<file path="config.mk">
export PLATFORM = sky130hd
export DESIGN_NAME = key_event
export DESIGN_NICKNAME = d
export VERILOG_FILES = /design/src/rtl/key_event.sv
export SDC_FILE = /design/constraint.sdc
export NUM_CORES = 1
export LEC_CHECK = 0
export CORE_MARGIN = 2
export CORE_UTILIZATION = 38
export CTS_BUF_LIST = sky130_fd_sc_hd__clkbuf_16
export DETAILED_ROUTE_END_ITERATION = 10
export GPL_ROUTABILITY_DRIVEN = 0
export GPL_TIMING_DRIVEN = 0
export PLACE_DENSITY = 0.54
export SYNTH_ARGS = -nofsm -noshare
export SYNTH_HDL_FRONTEND = slang
export SYNTH_SLANG_ARGS = --single-unit
</file>
<file path="constraint.sdc">
create_clock -name clk -period 3.06 [get_ports clk]
set_clock_uncertainty 0.2 [all_clocks]
set_input_delay 0.459 -clock clk [delete_from_list [all_inputs] [get_ports clk]]
set_output_delay 0.459 -clock clk [all_outputs]
set_load 0.02 [all_outputs]
</file>
<file path="src/rtl/key_event.sv">
// key_event: turns a debounced key level into press/release/long/repeat pulses and a held level.
module key_event #(
  parameter logic ACTIVE_LEVEL = 1'b0,
  parameter int   CLK_FREQ_Hz  = 27000000,
  parameter int   LONG_MS      = 1000,
  parameter int   REPEAT_MS    = 200,
  parameter logic REPEAT_EN    = 1'b1
) (
  input  logic clk,
  input  logic rst,
  input  logic key_db_i,
  output logic press_o,
  output logic release_o,
  output logic long_o,
  output logic repeat_o,
  output logic held_o
);
  localparam int DIV    = CLK_FREQ_Hz / 1000;
  localparam int MAX_MS = LONG_MS > REPEAT_MS ? LONG_MS : REPEAT_MS;
  localparam int MW     = $clog2(MAX_MS + 1);
  localparam int PW     = DIV > 1 ? $clog2(DIV) : 1;
  localparam logic [PW-1:0] PRE_TC  = PW'(DIV - 1);
  localparam logic [MW-1:0] LONG_TC = MW'(LONG_MS - 1);
  localparam logic [MW-1:0] REP_TC  = MW'(REPEAT_MS - 1);
  typedef enum logic [1:0] {S_IDLE, S_PRESSED, S_LONG} state_t;
  state_t r_state, w_next;
  logic r_sync1, r_sync2;
  logic [PW-1:0] r_presc;
  logic [MW-1:0] r_ms;
  logic r_press, r_release, r_long, r_repeat, r_held;
  logic w_pressed, w_tick, w_press, w_release, w_long, w_repeat, w_clr;
  assign w_pressed = r_sync2 == ACTIVE_LEVEL;
  assign w_tick    = r_presc == PRE_TC;
  always_ff @(posedge clk) begin
    if (rst) begin
      r_sync1 <= ~ACTIVE_LEVEL;
      r_sync2 <= ~ACTIVE_LEVEL;
    end else begin
      r_sync1 <= key_db_i;
      r_sync2 <= r_sync1;
    end
  end
  // Thresholds fire on the tick that would carry the ms count up to the limit; release always wins.
  always_comb begin
    w_next    = r_state;
    w_press   = 1'b0;
    w_release = 1'b0;
    w_long    = 1'b0;
    w_repeat  = 1'b0;
    w_clr     = 1'b0;
    case (r_state)
      S_IDLE: begin
        if (w_pressed) begin
          w_next  = S_PRESSED;
          w_press = 1'b1;
          w_clr   = 1'b1;
        end
      end
      S_PRESSED: begin
        if (!w_pressed) begin
          w_next    = S_IDLE;
          w_release = 1'b1;
          w_clr     = 1'b1;
        end else if (w_tick && r_ms >= LONG_TC) begin
          w_next = S_LONG;
          w_long = 1'b1;
          w_clr  = 1'b1;
        end
      end
      S_LONG: begin
        if (!w_pressed) begin
          w_next    = S_IDLE;
          w_release = 1'b1;
          w_clr     = 1'b1;
        end else if (REPEAT_EN && w_tick && r_ms >= REP_TC) begin
          w_repeat = 1'b1;
          w_clr    = 1'b1;
        end
      end
      default: w_next = S_IDLE;
    endcase
  end
  always_ff @(posedge clk) begin
    if (rst) begin
      r_state   <= S_IDLE;
      r_press   <= 1'b0;
      r_release <= 1'b0;
      r_long    <= 1'b0;
      r_repeat  <= 1'b0;
      r_held    <= 1'b0;
    end else begin
      r_state   <= w_next;
      r_press   <= w_press;
      r_release <= w_release;
      r_long    <= w_long;
      r_repeat  <= w_repeat;
      r_held    <= w_next != S_IDLE;
    end
  end
  always_ff @(posedge clk) begin
    if (rst || w_clr) begin
      r_presc <= '0;
      r_ms    <= '0;
    end else begin
      r_presc <= w_tick ? '0 : r_presc + PW'(1);
      if (w_tick && r_ms != '1) r_ms <= r_ms + MW'(1);
    end
  end
  assign press_o   = r_press;
  assign release_o = r_release;
  assign long_o    = r_long;
  assign repeat_o  = r_repeat;
  assign held_o    = r_held;
endmodule
</file>
Word-level counts from Yosys, hierarchy flattened --
Index checks and enable logic that the tools add are counted.
Storage, ports and cells: register bits 34, output and inout port bits 5, logic and storage cells 46, bits of input ports 3
Operators by class: equality and inequality tests 4, add/sub/neg operators 2, bitwise gates (word level) 4, reductions and logical operators 12, muxes and demuxes 12, order comparisons 2
Operator list (number):
- $add A15 B1 Y15 const B | 1
- $eq A15 B15 Y1 const B | 1
- $add A10 B1 Y10 const B | 1
- $ge A10 B10 Y1 const B | 1
- $ge A10 B8 Y1 const B | 1
- $ne A10 B10 Y1 const B | 1
- $mux W2 | 4
- $reduce_or A2 Y1 | 4
- $mux W1 | 6
- $pmux W2 S3 | 1
- $reduce_or A3 Y1 | 2
- $not A1 Y1 | 4
- $logic_and A1 B1 Y1 | 3
- $pmux W1 S3 | 1
- $eq A2 B1 Y1 const B | 1
- $eq A2 B2 Y1 const B | 1
- $logic_not A2 Y1 | 1
- $reduce_bool A2 Y1 | 1
- $logic_or A1 B1 Y1 | 1

Logic depth before layout (Yosys ltp) --
Gate-level depths: netlist (run 1).
depth after elaboration 7, gate-level depth with buffers 8, mapped depth without buffers 7

Worst setup path before layout (run 1) --
No wires, ideal clock.
kind register to register, from reg r_presc[3], to reg r_ms[0], library setup time 0.133 ns, data arrival time 2.059 ns, buffers on the path 0, slack 0.667 ns, period minus slack after synthesis 2.393 ns, cell stages (with the launch flop) 6, data required time 2.727 ns, cell sequence dfxtp_1 -> or4b_4 -> or4_4 -> or3_1 -> a21oi_4 -> nor3_1
On the way: cells in the longest elaborated chain, start to end 6, elaborated cells between the ends (all ways) 10, classes of those cells 1 x eq/ne; 5 x mux; 4 x reduce/logical
Ends and longest elaborated chain:
- from (decl) | RTL line 28 | logic [PW-1:0] r_presc;
- from (signal assigned) | RTL line 105 | r_presc <= w_tick ? '0 : r_presc + PW'(1);
- $eq A15 B15 Y1 (*) | RTL line 33 | assign w_tick = r_presc == PRE_TC;
- $logic_and A1 B1 Y1, on equally long branches | RTL line 75, 64
- $mux W1, on equally long branches | RTL line 75, 64
- $mux W1, on equally long branches | RTL line 71, 60
- $pmux W1 S3 | RTL line 51 | case (r_state)
- $logic_or A1 B1 Y1 | RTL line 101 | if (rst || w_clr) begin
- to (signal assigned) | RTL line 106 | if (w_tick && r_ms != '1) r_ms <= r_ms + MW'(1);
- to (decl) | RTL line 29 | logic [MW-1:0] r_ms;
Every way passes the cells marked *; elsewhere a longest branch is shown, timed or not. A chain may end at the register's enable or synchronous reset.

Worst setup path in the final report (run 1) --
from reg r_presc[3], to reg r_ms[2]
The elaborated chain is that of the path after synthesis.

==> reports/results.tsv, run 1 <==
metric	value	unit
met1 wire length	1350	um
vias per cell	5.25	
area delta synth->final	18.6	%
Sequential Power Share	43.3	%
Synth area leaders	dfxtp_1 (42%), xnor2_1 (7.1%), nor3_1 (5.3%)	
worst setup margin	468	ps
Hold Path Origin	r_sync1	
Port Buffers	7	
antenna-violating nets left	0	
met3 WL	139	um
Nets	195	
CTS Buf Count	5	
Detailed Route Iter0 Violations	123	
final slew viol count	0	
final instance area	0.00190	mm2
area leader, netlist	dfxtp_1	
flops & latches, synth	34	
Peak VDD IR	0.000299	V
die area	0.00476	mm2
final WL	3060	um
CTS H-tree depth	2	
post-CTS sizing	0	
Clock Sinks	34	
clock network fraction of total power	53.2	%
Placed Instance Area	0.00174	mm2
Post-CTS Setup Bufs	0	
crit path launch type	flip-flop	
crit path cell chain	or4b_4, or4_4, or3_1, a21oi_4, nor3_1	
initial cell density of the core	39.8	%
DRC viols	0	
Finished Layout Cells	237	
first-pass GRT wire length	5210	um
overall global routing resource usage	15.3	%
Max Cap Violations	0	
clock tree buffer depth	2	
Hold Crit Class	flip-flop to flip-flop	
Hold Violations, Final	0	
minimum clock period	2590	ps
# diodes	0	
cell family with most CP delay	simple AND/OR/NAND/NOR gates	
post-synthesis area per instance	9.33	um2
Post-synth top flop	dfxtp_1	
dpl cells	229	
number of global-route vias before repair	1163	
DP Worst Slack	475	ps
Reg clk slew, reported paths	50	ps
Int Pwr	846	uW
CP required	3000	ps
Power Density	554	mW/mm2
utilization after layout	47.2	%
total grt overflow	0	
Crit. End Element	flip-flop	
initial antenna violation count	0	
dpl hpwl	2230	um
final setup violation count	0	
TritonCTS clock tree	done	
hold buffer count at cts	0	
final setup TNS	0	ps
CP bufs+invs	0	
leak pwr	0.622	nW
Seq/Total Area, Yosys	42.4	%
CP arrival	2530	ps
synth warn	0	
clock latency on the worst-skew pair	280	ps
wire per inst	12.9	um
Final period util	84.7	%
Largest stage delay, worst path	570	ps
CP startpoint	r_presc[3]	
post-synth net total	181	
power share of the combinational group	3.5	%
I/O pin count	8	
Rows	23	
core area	0.00403	mm2
top cell type's share of synthesized area	42.4	%
top sig layer	met4	
synthesized cell area	0.00160	mm2
fmax	386	MHz
worst-path fanout max	10	
DIE WIDTH	69.0	um
outcome	finished clean	
Relative slew margins	29.4	%
detailed-route via count	1244	
Unique masters post-synth	37	
sw power	207	uW
fraction of registers with async set/reset	0	%
EDFF count, synth	0	
fraction of layout cells with a size suffix above 1	11.8	%
die height	69.0	um
Setup CP Type	flip-flop to flip-flop	
Worst R2R Start	r_presc[3]	
unrepaired setup endpoints after global routing	false	
largest net degree at the start of global routing	12	
Detail Route met2 WL	1500	um
cell count after synthesis	172	
Root Buffer	clkbuf_16	
switching share of power	19.7	%
# fillers	400	
slowest cell on the critical path	or4_4	
DR pass1 iterations	4	
Slew @ Worst Pin	1050	ps
layer usage:
layer	vias to the layer above	global-route usage (%)
li1	630	-
met2	23	24.4
met1	583	17.6
met5	-	0
met4	0	8.82
met3	8	5.36
power groups by stage:
stage / logic [mW] / clock network, mW / registers, mW
3_3_place_gp: 0.0367 / 0 / 0.465
2_1_floorplan: 0.0237 / 0 / 0.466
4_1_cts: 0.0380 / 0.571 / 0.456
6_report: 0.0374 / 0.560 / 0.456
3_5_place_dp: 0.0376 / 0 / 0.465
5_1_grt: 0.0430 / 0.590 / 0.457
flip-flops by register name, summed over array words and instances, names as in the netlist:
register and count:
press_o 1, r_sync2 1, long_o 1, release_o 1, r_presc 15, r_state 2
r_sync1 1, repeat_o 1, r_ms 10, held_o 1
metrics by stage:
stage | hold slack [ps] | total power [mW]
floorplan | 189 | 0.489
global placement | 191 | 0.501
detailed placement | 200 | 0.503
CTS | 213 | 1.07
global route | 243 | 1.09
finish | 209 | 1.05
area by class of cell:
type	instances	area, um2	share of cell area [%]
Multi-Input combinational cell	132	892	46.9
Sequential cell	34	681	35.8
Clock buffer	5	125	6.58
Timing Repair Buffer	7	70.1	3.68
Tap cell	50	62.6	3.29
Clock inverter	3	40.0	2.11
Buffer	3	20.0	1.05
Inverter	3	11.3	0.592
cell usage after synthesis, types with 2 or more instances:
master / number
dfxtp_1: 34
nor2_1: 22
nor3_1: 17
xnor2_1: 13
nand2_1: 12
xor2_1: 9
nand3_1: 8
ha_1: 6
or3_1: 5
nor2b_1: 4
or2_2: 4
and4_1: 3
inv_1: 3
nor4_1: 3
a211oi_1: 2
a21oi_1: 2
and3_1: 2
nand2b_1: 2
nand4_1: 2
nand4b_1: 2
kinds of logic (layout without fill, tap and decap cells):
logic type	count (synthesis)	count (layout)	synth area share (%)
AOI/OAI and AO/OA	9	9	4.37
xor gates and xnor gates	22	22	12.0
adders and majority gates	6	6	4.68
buffers and inverters	6	21	1.95
DFF	34	34	42.4
muxes	1	1	0.624
and+or+nand+nor	94	94	33.9
layout by cell type, fill, tap and decap left out, drive strengths merged, types with 2 or more instances in the layout:
master and instances:
a211oi 2, a21oi 3, and3 2, and4 4, buf 2, clkbuf 6
clkdlybuf4s50 7, clkinv 2, dfxtp 34, ha 6, inv 3, nand2 12
nand2b 2, nand3 8, nand4 2, nand4b 2, nor2 22, nor2b 4
nor3 18, nor4 5, or2 4, or3 5, xnor2 13, xor2 9
path summary, 6_finish.rpt:
| path | depth (start not counted) | slack [ps] | to |
|---|---|---|---|
| max | 5 | 470 | r_ms[2] |
| min | 1 | 210 | r_sync2 |
| max reg2reg | 5 | 470 | r_ms[2] |
| min reg2reg | 1 | 210 | r_sync2 |
(Power assumes the default switching activity.)
==> inputs of run 2 (changes only) <==
==> constraint.sdc (replaced) <==
create_clock -name clk -period 2.4 [get_ports clk]
set_clock_uncertainty 0.2 [all_clocks]
set_input_delay 0.36 -clock clk [delete_from_list [all_inputs] [get_ports clk]]
set_output_delay 0.36 -clock clk [all_outputs]
set_load 0.02 [all_outputs]
==> run 2 against run 1 <==
- the run now ends with negative setup slack left
- worst hold slack hardly changed
- highest routed layer unchanged
- cell count is 0.84% higher
- core utilization is 1.4 points higher
- critical path type unchanged
- sequential share of layout area is 0.94 points lower
- largest cell class unchanged
- non-clock buffer count is 2 higher
- via count hardly changed
- clock power is 28% higher
- maximum frequency is 4.6% higher
- critical endpoint unchanged
- global-route usage stayed put
==> reports/results.tsv, run 2 (synthesis results as in run 1) <==
metric	value	unit
final slew viol count	0	
slowest cell on the critical path	or4b_4	
CTS Buf Count	5	
DR pass1 iterations	4	
area of the multi-input gates	916	um2
Setup CP Type	flip-flop to flip-flop	
final WL	3120	um
crit path cell chain	or4b_4, or4_4, or3_4, a21oi_4, buf_12, nor3_1	
die height	69.0	um
Power Density	689	mW/mm2
crit path launch type	flip-flop	
initial antenna violation count	0	
failing checks	negative setup slack	
Largest stage delay, worst path	540	ps
Port Buffers	7	
antenna-violating nets left	0	
Final period util	103	%
vias per cell	5.21	
Clock Sinks	34	
minimum clock period	2480	ps
overall global routing resource usage	15.3	%
most frequent cells in the layout	dfxtp_1 (33), nor2_1 (22), nor3_1 (17), xnor2_1 (13), nand2_1 (12)	
Reg clk slew, reported paths	50	ps
clock latency on the worst-skew pair	280	ps
leak pwr	0.656	nW
final setup violation count	10	
first-pass GRT wire length	5260	um
Root Buffer	clkbuf_16	
total power draw	1.35	mW
clock tree buffer depth	2	
Nets	197	
DRC viols	0	
hold_ws	209	ps
wire per inst	13.1	um
Relative slew margins	55.4	%
core area	0.00403	mm2
sw power	267	uW
Hold Violations, Final	0	
worst-path fanout max	10	
die area	0.00476	mm2
Hold Crit Class	flip-flop to flip-flop	
DIE WIDTH	69.0	um
# fillers	394	
area delta synth->final	22.0	%
Top Registers	r_presc (15), r_ms (10), r_state (2)	
clock network fraction of total power	53.0	%
CP startpoint	r_presc[3]	
largest net degree at the start of global routing	12	
outcome	finished with violations	
power share of the combinational group	3.8	%
cell family with most CP delay	simple AND/OR/NAND/NOR gates	
max reg flops	15	
CP arrival	2420	ps
initial cell density of the core	39.8	%
Worst R2R Start	r_presc[3]	
CTS H-tree depth	2	
hold buffer count at cts	0	
worst setup margin	-78.5	ps
Crit. End Element	flip-flop	
Peak VDD IR	0.000388	V
TritonCTS clock tree	done	
Detailed Route Iter0 Violations	121	
# diodes	0	
number of global-route vias before repair	1180	
detailed-route via count	1245	
most flop-heavy register	r_presc	
Int Pwr	1.08	mW
Slew @ Worst Pin	664	ps
Max Cap Violations	0	
CP bufs+invs	1	
I/O pin count	8	
switching share of power	19.8	%
total grt overflow	0	
unrepaired setup endpoints after global routing	true	
Sequential Power Share	43.1	%
fraction of layout cells with a size suffix above 1	14.8	%
fmax	403	MHz
FF/Latch Area	682	um2
Rows	23	
commonest non-fill, non-tap cell in the layout	dfxtp_1	
dpl hpwl	2230	um
Hold Path Origin	r_sync1	
CP required	2340	ps
-- run 2: cell types whose count changed in the layout (fill, tap and decap cells not counted), sizes merged --
cell	delta
buf	+2
-- run 2: path summary, 6_finish.rpt --
| kind | cells after the start | slack (ps) | end |
|---|---|---|---|
| worst max register to register | 6 | -80 | r_ms[2] |
| worst min-delay path | 1 | 210 | r_sync2 |
| worst min register to register | 1 | 210 | r_sync2 |
| worst max-delay path | 6 | -80 | r_ms[2] |
-- run 2: metal layers --
| layer | vias to the layer above | global-route usage (%) | part of all wire [%] |
|---|---|---|---|
| met4 | 0 | 8.33 | 2.0 |
| met1 | 587 | 17.5 | 46 |
| met3 | 7 | 4.87 | 3.6 |
| li1 | 631 | - | - |
| met5 | - | 0 | 0 |
| met2 | 20 | 25.1 | 48 |
-- run 2: timing repair --
action | CTS | global route
endpoints found under the setup margin | 20 | 21
hold endpoints to repair | 0 | 0
resized for setup | 5 | 3
pin swaps | 2 | 0
setup buffers | 2 | 0
-- run 2: metrics by stage --
step                worst slack [ps]  std cells  cell area, um2  util (%)  TNS [ps]
floorplan                       7.30        172            1600         -         0
global placement                -145        229            1740      43.1     -1940
detailed placement              -185        229            1740      43.1     -2390
CTS                            -73.2        239            1940      48.1      -648
global route                    -123        239            1960      48.6     -1700
finish                         -78.5        239            1960      48.6      -701
-- run 2: final cells by class --
cell class,count,share of cell area [%]
Clock inverter,3,2.05
Clock buffer,5,6.39
Timing Repair Buffer,9,4.99
Inverter,3,0.575
Sequential cell,34,34.8
Multi-Input combinational cell,132,46.8
Buffer,3,1.15
Tap cell,50,3.20
-- run 2: power by group through the flow --
stage / Clock, mW / Combinational, mW / Sequential [mW]
3_3_place_gp: 0 / 0.0467 / 0.593
4_1_cts: 0.729 / 0.0499 / 0.581
3_5_place_dp: 0 / 0.0479 / 0.593
5_1_grt: 0.750 / 0.0582 / 0.582
6_report: 0.715 / 0.0513 / 0.582
2_1_floorplan: 0 / 0.0302 / 0.594
